<file path="src/rtl/fft_pkg.sv">
`default_nettype none
// ============================================================================
// Module   : fft_pkg
// Brief    : Shared constants, state encoding and helpers for the FFT sequencer
// Revision : 1.0
// ============================================================================
package fft_pkg;

    localparam int N     = 16;
    localparam int LOG2N = 4;
    localparam int LAT   = 2;

    // Stages 0 and 2 apply the >>>1 scaling.
    localparam logic [LOG2N-1:0] SCALE_STAGE = 4'b0101;

    typedef enum logic [2:0] {
        IDLE    = 3'd0,
        LOAD    = 3'd1,
        COMPUTE = 3'd2,
        DRAIN   = 3'd3,
        UNLOAD  = 3'd4
    } state_e;

    function automatic logic [LOG2N-1:0] bitrev(input logic [LOG2N-1:0] v);
        logic [LOG2N-1:0] r;
        for (int i = 0; i < LOG2N; i++) begin
            r[i] = v[LOG2N-1-i];
        end
        return r;
    endfunction

endpackage
`default_nettype wire

</file>
<file path="src/rtl/fft_addr_gen.sv">
`default_nettype none
// ============================================================================
// Module   : fft_addr_gen
// Brief    : Butterfly (stage, index) to operand address pair and twiddle index
// Revision : 1.0
// ============================================================================
module fft_addr_gen
    import fft_pkg::*;
(
    input  logic [1:0]       s,
    input  logic [LOG2N-2:0] k,
    output logic [LOG2N-1:0] addr_a,
    output logic [LOG2N-1:0] addr_b,
    output logic [LOG2N-2:0] tw
);

    logic [LOG2N-1:0] k_ext;
    logic [LOG2N-1:0] span;
    logic [LOG2N-1:0] pos;
    logic [LOG2N-1:0] grp;
    logic [LOG2N-1:0] tw_full;

    always_comb begin
        k_ext   = {1'b0, k};
        span    = LOG2N'(1) << s;
        pos     = k_ext & (span - LOG2N'(1));
        grp     = k_ext >> s;
        // Each group covers 2*span words; the bottom operand sits span above the top.
        addr_a  = (grp << ({1'b0, s} + 3'd1)) | pos;
        addr_b  = addr_a | span;
        tw_full = pos << (2'(LOG2N-1) - s);
        tw      = tw_full[LOG2N-2:0];
    end

endmodule
`default_nettype wire

</file>
<file path="src/rtl/fft_ctrl.sv">
`default_nettype none
// ============================================================================
// Module   : fft_ctrl
// Brief    : Load / compute / unload sequencer for an in-place 16-point DIT FFT
// Revision : 1.0
// ============================================================================
module fft_ctrl
    import fft_pkg::*;
(
    input  logic             clk,
    input  logic             rst_n,
    input  logic             start,
    output logic             busy,
    output logic             done,
    input  logic             in_valid,
    output logic             in_ready,
    output logic             ld_we,
    output logic [LOG2N-1:0] ld_addr,
    output logic             rd_en,
    output logic [LOG2N-1:0] rd_addr_a,
    output logic [LOG2N-1:0] rd_addr_b,
    output logic [LOG2N-2:0] tw_idx,
    output logic [1:0]       stage_idx,
    output logic             scale_en,
    output logic             wr_en,
    output logic [LOG2N-1:0] wr_addr_a,
    output logic [LOG2N-1:0] wr_addr_b,
    output logic             out_valid,
    input  logic             out_ready
);

    localparam int DW = (LAT > 1) ? $clog2(LAT) : 1;

    state_e                      state_q, state_d;
    logic [LOG2N-1:0]            cnt_q, cnt_d;
    logic [1:0]                  s_q, s_d;
    logic [LOG2N-2:0]            k_q, k_d;
    logic [DW-1:0]               dr_q, dr_d;
    logic [LOG2N:0]              u_q, u_d;
    logic [LOG2N:0]              h_q, h_d;
    logic                        ov_q, ov_d;
    logic                        done_q, done_d;
    logic [LAT-1:0]              en_dl_q, en_dl_d;
    logic [LAT-1:0][LOG2N-1:0]   a_dl_q, a_dl_d;
    logic [LAT-1:0][LOG2N-1:0]   b_dl_q, b_dl_d;

    logic [LOG2N-1:0]            ag_a, ag_b;
    logic [LOG2N-2:0]            ag_tw;
    logic                        hs;

    fft_addr_gen u_addr_gen (
        .s      (s_q),
        .k      (k_q),
        .addr_a (ag_a),
        .addr_b (ag_b),
        .tw     (ag_tw)
    );

    always_comb begin
        state_d   = state_q;
        cnt_d     = cnt_q;
        s_d       = s_q;
        k_d       = k_q;
        dr_d      = dr_q;
        u_d       = u_q;
        h_d       = h_q;
        ov_d      = ov_q;
        done_d    = 1'b0;
        busy      = (state_q != IDLE);
        in_ready  = (state_q == LOAD);
        ld_we     = in_valid & in_ready;
        ld_addr   = bitrev(cnt_q);
        rd_en     = 1'b0;
        rd_addr_a = '0;
        rd_addr_b = '0;
        tw_idx    = '0;
        stage_idx = '0;
        scale_en  = 1'b0;
        hs        = ov_q & out_ready;

        unique case (state_q)
            IDLE: begin
                if (start) begin
                    state_d = LOAD;
                    cnt_d   = '0;
                end
            end
            LOAD: begin
                if (ld_we) begin
                    cnt_d = cnt_q + LOG2N'(1);
                    if (cnt_q == LOG2N'(N-1)) begin
                        state_d = COMPUTE;
                        s_d     = '0;
                        k_d     = '0;
                    end
                end
            end
            COMPUTE: begin
                rd_en     = 1'b1;
                rd_addr_a = ag_a;
                rd_addr_b = ag_b;
                tw_idx    = ag_tw;
                stage_idx = s_q;
                scale_en  = SCALE_STAGE[s_q];
                k_d       = k_q + (LOG2N-1)'(1);
                if (k_q == (LOG2N-1)'(N/2-1)) begin
                    state_d = DRAIN;
                    dr_d    = '0;
                end
            end
            DRAIN: begin
                // Hold off reads until the current stage's write-backs have landed.
                dr_d = dr_q + DW'(1);
                if (dr_q == DW'(LAT-1)) begin
                    dr_d = '0;
                    if (s_q != 2'(LOG2N-1)) begin
                        s_d     = s_q + 2'd1;
                        k_d     = '0;
                        state_d = COMPUTE;
                    end else begin
                        s_d     = '0;
                        u_d     = '0;
                        h_d     = '0;
                        state_d = UNLOAD;
                    end
                end
            end
            UNLOAD: begin
                rd_addr_a = u_q[LOG2N-1:0];
                rd_en     = (u_q < (LOG2N+1)'(N)) && (!ov_q || out_ready);
                if (rd_en) begin
                    u_d  = u_q + (LOG2N+1)'(1);
                    ov_d = 1'b1;
                end else if (hs) begin
                    ov_d = 1'b0;
                end
                if (hs) begin
                    h_d = h_q + (LOG2N+1)'(1);
                    if (h_q == (LOG2N+1)'(N-1)) begin
                        state_d = IDLE;
                        done_d  = 1'b1;
                        u_d     = '0;
                        h_d     = '0;
                        ov_d    = 1'b0;
                    end
                end
            end
            default: begin
                state_d = IDLE;
            end
        endcase

        // Write-back delay lines track the read strobe in every state.
        en_dl_d[0] = rd_en;
        a_dl_d[0]  = rd_addr_a;
        b_dl_d[0]  = rd_addr_b;
        for (int i = 1; i < LAT; i++) begin
            en_dl_d[i] = en_dl_q[i-1];
            a_dl_d[i]  = a_dl_q[i-1];
            b_dl_d[i]  = b_dl_q[i-1];
        end
    end

    always_ff @(posedge clk or negedge rst_n) begin
        if (!rst_n) begin
            state_q <= IDLE;
            cnt_q   <= '0;
            s_q     <= '0;
            k_q     <= '0;
            dr_q    <= '0;
            u_q     <= '0;
            h_q     <= '0;
            ov_q    <= 1'b0;
            done_q  <= 1'b0;
            en_dl_q <= '0;
            a_dl_q  <= '0;
            b_dl_q  <= '0;
        end else begin
            state_q <= state_d;
            cnt_q   <= cnt_d;
            s_q     <= s_d;
            k_q     <= k_d;
            dr_q    <= dr_d;
            u_q     <= u_d;
            h_q     <= h_d;
            ov_q    <= ov_d;
            done_q  <= done_d;
            en_dl_q <= en_dl_d;
            a_dl_q  <= a_dl_d;
            b_dl_q  <= b_dl_d;
        end
    end

    assign done      = done_q;
    assign out_valid = ov_q;
    assign wr_en     = en_dl_q[LAT-1];
    assign wr_addr_a = a_dl_q[LAT-1];
    assign wr_addr_b = b_dl_q[LAT-1];

endmodule
`default_nettype wire

</file>
<file path="config.mk">
export PLATFORM = sky130hd
export DESIGN_NAME = fft_ctrl
export DESIGN_NICKNAME = d
export VERILOG_FILES = /design/src/rtl/fft_pkg.sv /design/src/rtl/fft_addr_gen.sv /design/src/rtl/fft_ctrl.sv
export SDC_FILE = /design/constraint.sdc
export NUM_CORES = 1
export LEC_CHECK = 0
export ABC_AREA = 1
export CAP_MARGIN = 40
export CORE_AREA = 2 2 90 92
export CTS_BUF_LIST = sky130_fd_sc_hd__clkbuf_8 sky130_fd_sc_hd__clkbuf_16
export CTS_CLUSTER_DIAMETER = 60
export CTS_CLUSTER_SIZE = 10
export DETAILED_ROUTE_END_ITERATION = 16
export DIE_AREA = 0 0 92 94
export RECOVER_POWER = 50
export SETUP_SLACK_MARGIN = 0.2
export SLEW_MARGIN = 10
export SYNTH_ARGS = -nofsm -noshare
export SYNTH_HDL_FRONTEND = slang
export SYNTH_SLANG_ARGS = --single-unit
</file>
<file path="constraint.sdc">
create_clock -name clk -period 2.6 [get_ports clk]
set_input_delay 0.39 -clock clk [delete_from_list [all_inputs] [get_ports clk]]
set_output_delay 0.39 -clock clk [all_outputs]
set_load 0.005 [all_outputs]
</file>
Word level (Yosys, flattened, before mapping)
Cells that the tools add are included.
Widths: inputs -> output; s select.
- bits in registers: 43
- input bits: 5
- output and inout port bits: 33
- logic and storage cells: 117
- add/sub/neg operators: 9
- $lt $le $gt $ge: 2
- equal/unequal tests: 17
- shift-type cells: 4
- muxes and demuxes: 49
- bitwise logic cells: 5
- reductions and logical operators: 17
- operators by type and width (operator ; number):
    $mux 3 ; 13
    $mux 5 ; 7
    $pmux 5 s2 ; 2
    $ne 2x2->1 const B ; 8
    $pmux 4 s2 ; 2
    $pmux 3 s5 ; 1
    $mux 4 ; 3
    $mux 1 ; 11
    $add 5x1->5 const B ; 2
    $mux 2 ; 5
    $pmux 3 s3 ; 1
    $or 4x4->4 ; 2
    $reduce_and 4->1 ; 2
    $reduce_bool 2->1 ; 4
    $reduce_and 7->1 ; 1
    $eq 3x2->1 const B ; 2
    $eq 3x3->1 const B ; 2
    $reduce_and 3->1 ; 2
    $reduce_bool 3->1 ; 2
    $eq 5x4->1 const B ; 1
    $lt 5x5->1 const B ; 1
    $reduce_and 5->1 ; 1
    $add 4x1->4 const B ; 1
    $and 3x4->4 ; 1
    23 further kinds ; 26

Longest topological paths before layout
- depth in word-level cells: 7
- depth in mapped cells: 11

By module
A second synthesis with hierarchy kept.
- cells, all modules: 304
- area total of the unflattened synthesis: 2408.6 µm²
- by module, submodules not included (module ; instances ; cells an instance ; area an instance (µm²)):
    fft_ctrl ; 1 ; 262 ; 2172.1
    fft_addr_gen ; 1 ; 42 ; 236.5

Worst setup path before layout
OpenSTA, ideal clock, no wires.
- path kind: reg2out
- start point: reg s_q[1]
- end point: out rd_addr_a[1]
- data arrival time: 1.657 ns
- data required time: 2.210 ns
- path slack: 0.553 ns
- cell stages (with the launch flop): 12
- buffers on the path: 2
- cell sequence: dfrtp_1 clkbuf_1 inv_1 ha_1 inv_1 nor2_1 nor3_1 inv_1 nand2_1 nand2_1 o21ai_0 buf_4
- RTL lines (item ; line ; RTL):
    start, declared ; fft_ctrl.sv:36 ; logic [1:0] s_q, s_d;
    start signal, assigned ; fft_ctrl.sv:168 ; s_q <= '0;
    start signal, assigned ; fft_ctrl.sv:181 ; s_q <= s_d;
    end, declared ; fft_ctrl.sv:20 ; output logic [LOG2N-1:0] rd_addr_a,

Worst setup path in the final report
- start point: reg state_q[1]
- end point: out rd_en
- cells in the longest elaborated chain, start to end: 2
- RTL lines (item ; line ; RTL):
    start, declared ; fft_ctrl.sv:34 ; state_e state_q, state_d;
    start signal, assigned ; fft_ctrl.sv:179 ; state_q <= state_d;
    $eq 3x3->1 or $eq 3x2->1 (tied branches) ; fft_ctrl.sv:81 ; unique case (state_q)
    $pmux 1 s2 * ; fft_ctrl.sv:81 ;
    end, declared ; fft_ctrl.sv:19 ; output logic rd_en,
Every way passes the cells marked *; elsewhere a longest branch is shown, timed or not.

==> impl_metrics.ini <==
[sta]
finalSetupTns_ps = 0
finalHoldViolations = 0
timing.final.max_slew_violations = 0
tightest_slew_ps = 1340
finalCritPeriodShare_pct = 90.7
setup_violations = 0
rsz0062_at_grt = true
min_period_ps = 2360
slew_headroom_pct = 10.9
clock_skew_ps = 5.99
max_freq_mhz = 424

[placement]
dpl_cell_area_um2 = 2710
port_buffers = 37
gp_congestion = 0.840
dp.cells = 407
dp_hpwl_um = 3740

[synthesis]
synthCells = 275
yosysTopAreaCell = dfrtp_1
avgSynthCellArea_um2 = 8.17
yosysTopAreaCellShare_pct = 47.9
syn_nets = 290
netlist_area_um2 = 2250
synth_edf_count = 0
yosys_warnings = 0
yosys.cell_count.top_type = nand2_1
yosys-top-cells-count = 79 x nand2_1, 43 x dfrtp_1, 27 x inv_1
yosysUniqueCellTypes = 26
synth_flop_cell = dfrtp_1
yosys-top-cells-area = dfrtp_1 48%, nand2_1 13%, ha_1 5.6%, inv_1 4.5%, nand3_1 4.2%
async_reset_ff_share_pct = 100
ys_seq_elements = 43
yosysSeqAreaShare_pct = 47.9

[route]
vias = 1963
drcViolationCount = 0
wire_per_inst_um = 12.1
dr.pass1.iters = 5
wl_um = 5180
viasPerCell = 4.60
ant_nets = 0
first_iter_violations = 65

[layout]
fin_nets = 339
n_antenna_cell = 0
drive_gt1_share_pct = 17.5
syn_to_final_growth_pct = 31.9
final_cells = 427
fin_area_um2 = 2960
fin_util_pct = 39.0

[pwr]
power_density_nw_per_um2 = 929
swShare_pct = 39.6
power_frac_comb_pct = 47.4
sequentialPowerShare_pct = 36.8
switchingPower_w = 0.00109
internal-power_w = 0.00166
p_leak_nw = 1.56
p_total_w = 0.00275
irDropWorstVdd_v = 0.000360
clkPwrFrac_pct = 15.8

[floorplan]
die_x_um = 92
ios = 38
num_rows = 32
die_height_um = 94
core_area_um2 = 7610
initial_utilization_pct = 29.5
die_area_um2 = 8650

[clocking]
tritoncts = yes
numCtsBuffers = 5
clock_sinks = 43
clk-insertion-delay-late_ps = 300
holdBufCountCts = 0
clockBufferDepth = 2
cts_root_buf = clkbuf_8
ctsHtreeMaxLevel = 2
path_clk_slew_ps = 90

[setup_path]
worstPathArrival_ps = 1970
critPathLaunchType = register
cpPeakStageDelay_ps = 540
path_class = reg2out
r2r_start = h_q[0]$_DFFE_PN0P_
setup.worst_path.start = state_q[1]$_DFFE_PN0P_
critPathSlowestCell = clkdlybuf4s50_1
critPathTopFamily = buffers and inverters
cp_max_fo = 12
worstPathCellList = nor2_1 -> nand2_4 -> o21ai_1 -> clkdlybuf4s50_1
worstPathRequired_ps = 2210
crit_path_end_kind = output pin
cp_num_buf_inv = 1

[grt]
antenna_found_initial = 0
grt_use_met3_pct = 2.81
grtUsageMet2_pct = 20.0
use_met1_pct = 15.8
grt_max_degree = 26
busiest_layer = met2
grt_pass1_vias = 1824
track_usage_pct = 12.1
grt_overflow_total = 0
grt_pass1_wl_um = 8460

[min_path]
hp-class = in2async

[run_status]
status = finished, final reports clean

[flow_run]
maxCapViolCount = 0
path summary, 6_finish.rpt:
kind	endpoint	slack [ps]	depth (start not counted)
max	rd_en	240	4
min	wr_addr_b[2]$_DFF_PN0_	230	1
max reg2reg	state_q[0]$_DFFE_PN0P_	930	8
min reg2reg	wr_addr_b[3]$_DFF_PN0_	350	0
max in group asynchronous	h_q[0]$_DFFE_PN0P_	620	2
min in group clk	wr_addr_b[3]$_DFF_PN0_	350	0
layer usage:
| layer | vias up | wire length [um] |
|---|---|---|
| li1 | 981 | - |
| met1 | 933 | 2480 |
| met2 | 43 | 2420 |
| met3 | 6 | 223 |
| met4 | 0 | 53 |
| met5 | - | 0 |
through the flow:
| step | hold slack, ps | setup slack (ps) |
|---|---|---|
| global route | 341 | 86.1 |
| global placement | 332 | 240 |
| finish | 230 | 242 |
| detailed placement | 336 | 227 |
| CTS | 37.3 | 136 |
| floorplan | 94.4 | 553 |
timing repair:
| item | CTS | global route |
|---|---|---|
| endpoints found under the setup margin | 13 | 10 |
| pin swaps | 1 | 2 |
| setup buffers | 1 | 11 |
| gates resized for setup | 21 | 23 |
power by group through the flow:
stage | logic [W] | clock network [W] | registers (W)
after global routing | 0.00147 | 0.000483 | 0.00104
final | 0.00130 | 0.000435 | 0.00101
after global placement | 0.00115 | 0 | 0.00101
after floorplan | 0.000739 | 0 | 0.000991
after detailed placement | 0.00117 | 0 | 0.00102
after CTS | 0.00121 | 0.000460 | 0.00101
kinds of logic after synthesis:
family,count (synthesis),synth area share (%)
adder cells (fa/ha/maj),10,5.57
AND/OR/NAND/NOR,143,28.2
AO/OA/AOI/OAI,34,8.57
flip-flops,43,47.9
buffers and inverters,42,8.57
XOR/XNOR,3,1.17
flip-flops by register name, indices dropped and copies added (netlist names), 3 cells and up:
signal and count:
b_dl_d 4, a_dl_d 4, cnt_q 4, u_q 5
h_q 5, wr_addr_b 4, wr_addr_a 4, k_q 3
state_q 3
layout by cell type (no fill, tap or decap), drive strengths merged:
cell type	Yosys	layout
nand2	83	83
dfrtp	43	43
inv	30	31
clkdlybuf4s50	0	27
nor2	23	23
o21ai	20	20
nand3	19	19
buf	10	16
ha	10	10
clkbuf	2	9
nor3	7	7
nand4	5	5
a21oi	5	5
nand3b	4	4
dlygate4sd2	0	4
o211ai	3	3
xor2	3	3
dlymetal6s2s	0	3
o2111ai	2	2
or2	2	2
o22ai	2	2
clkinvlp	0	2
a31oi	1	1
a22o	1	1
worst register-to-register path: stages, from the launching register on:
cell and delay, ps:
dfrtp_1 400, ha_1 200, nand4_1 310, inv_1 220
nor2_2 70, nor2_2 150, nand2_1 90, nand2_1 70
nand2_1 50
layout make-up:
| type | count | area [um^2] |
|---|---|---|
| Tap cell | 102 | 128 |
| Clock buffer | 5 | 68.8 |
| Timing Repair Buffer | 54 | 488 |
| Clock inverter | 3 | 23.8 |
| Multi-Input combinational cell | 190 | 1060 |
| Fill cell | 780 | 4640 |
| Inverter | 30 | 115 |
| Sequential cell | 43 | 1080 |
(Power assumes the default switching activity.)
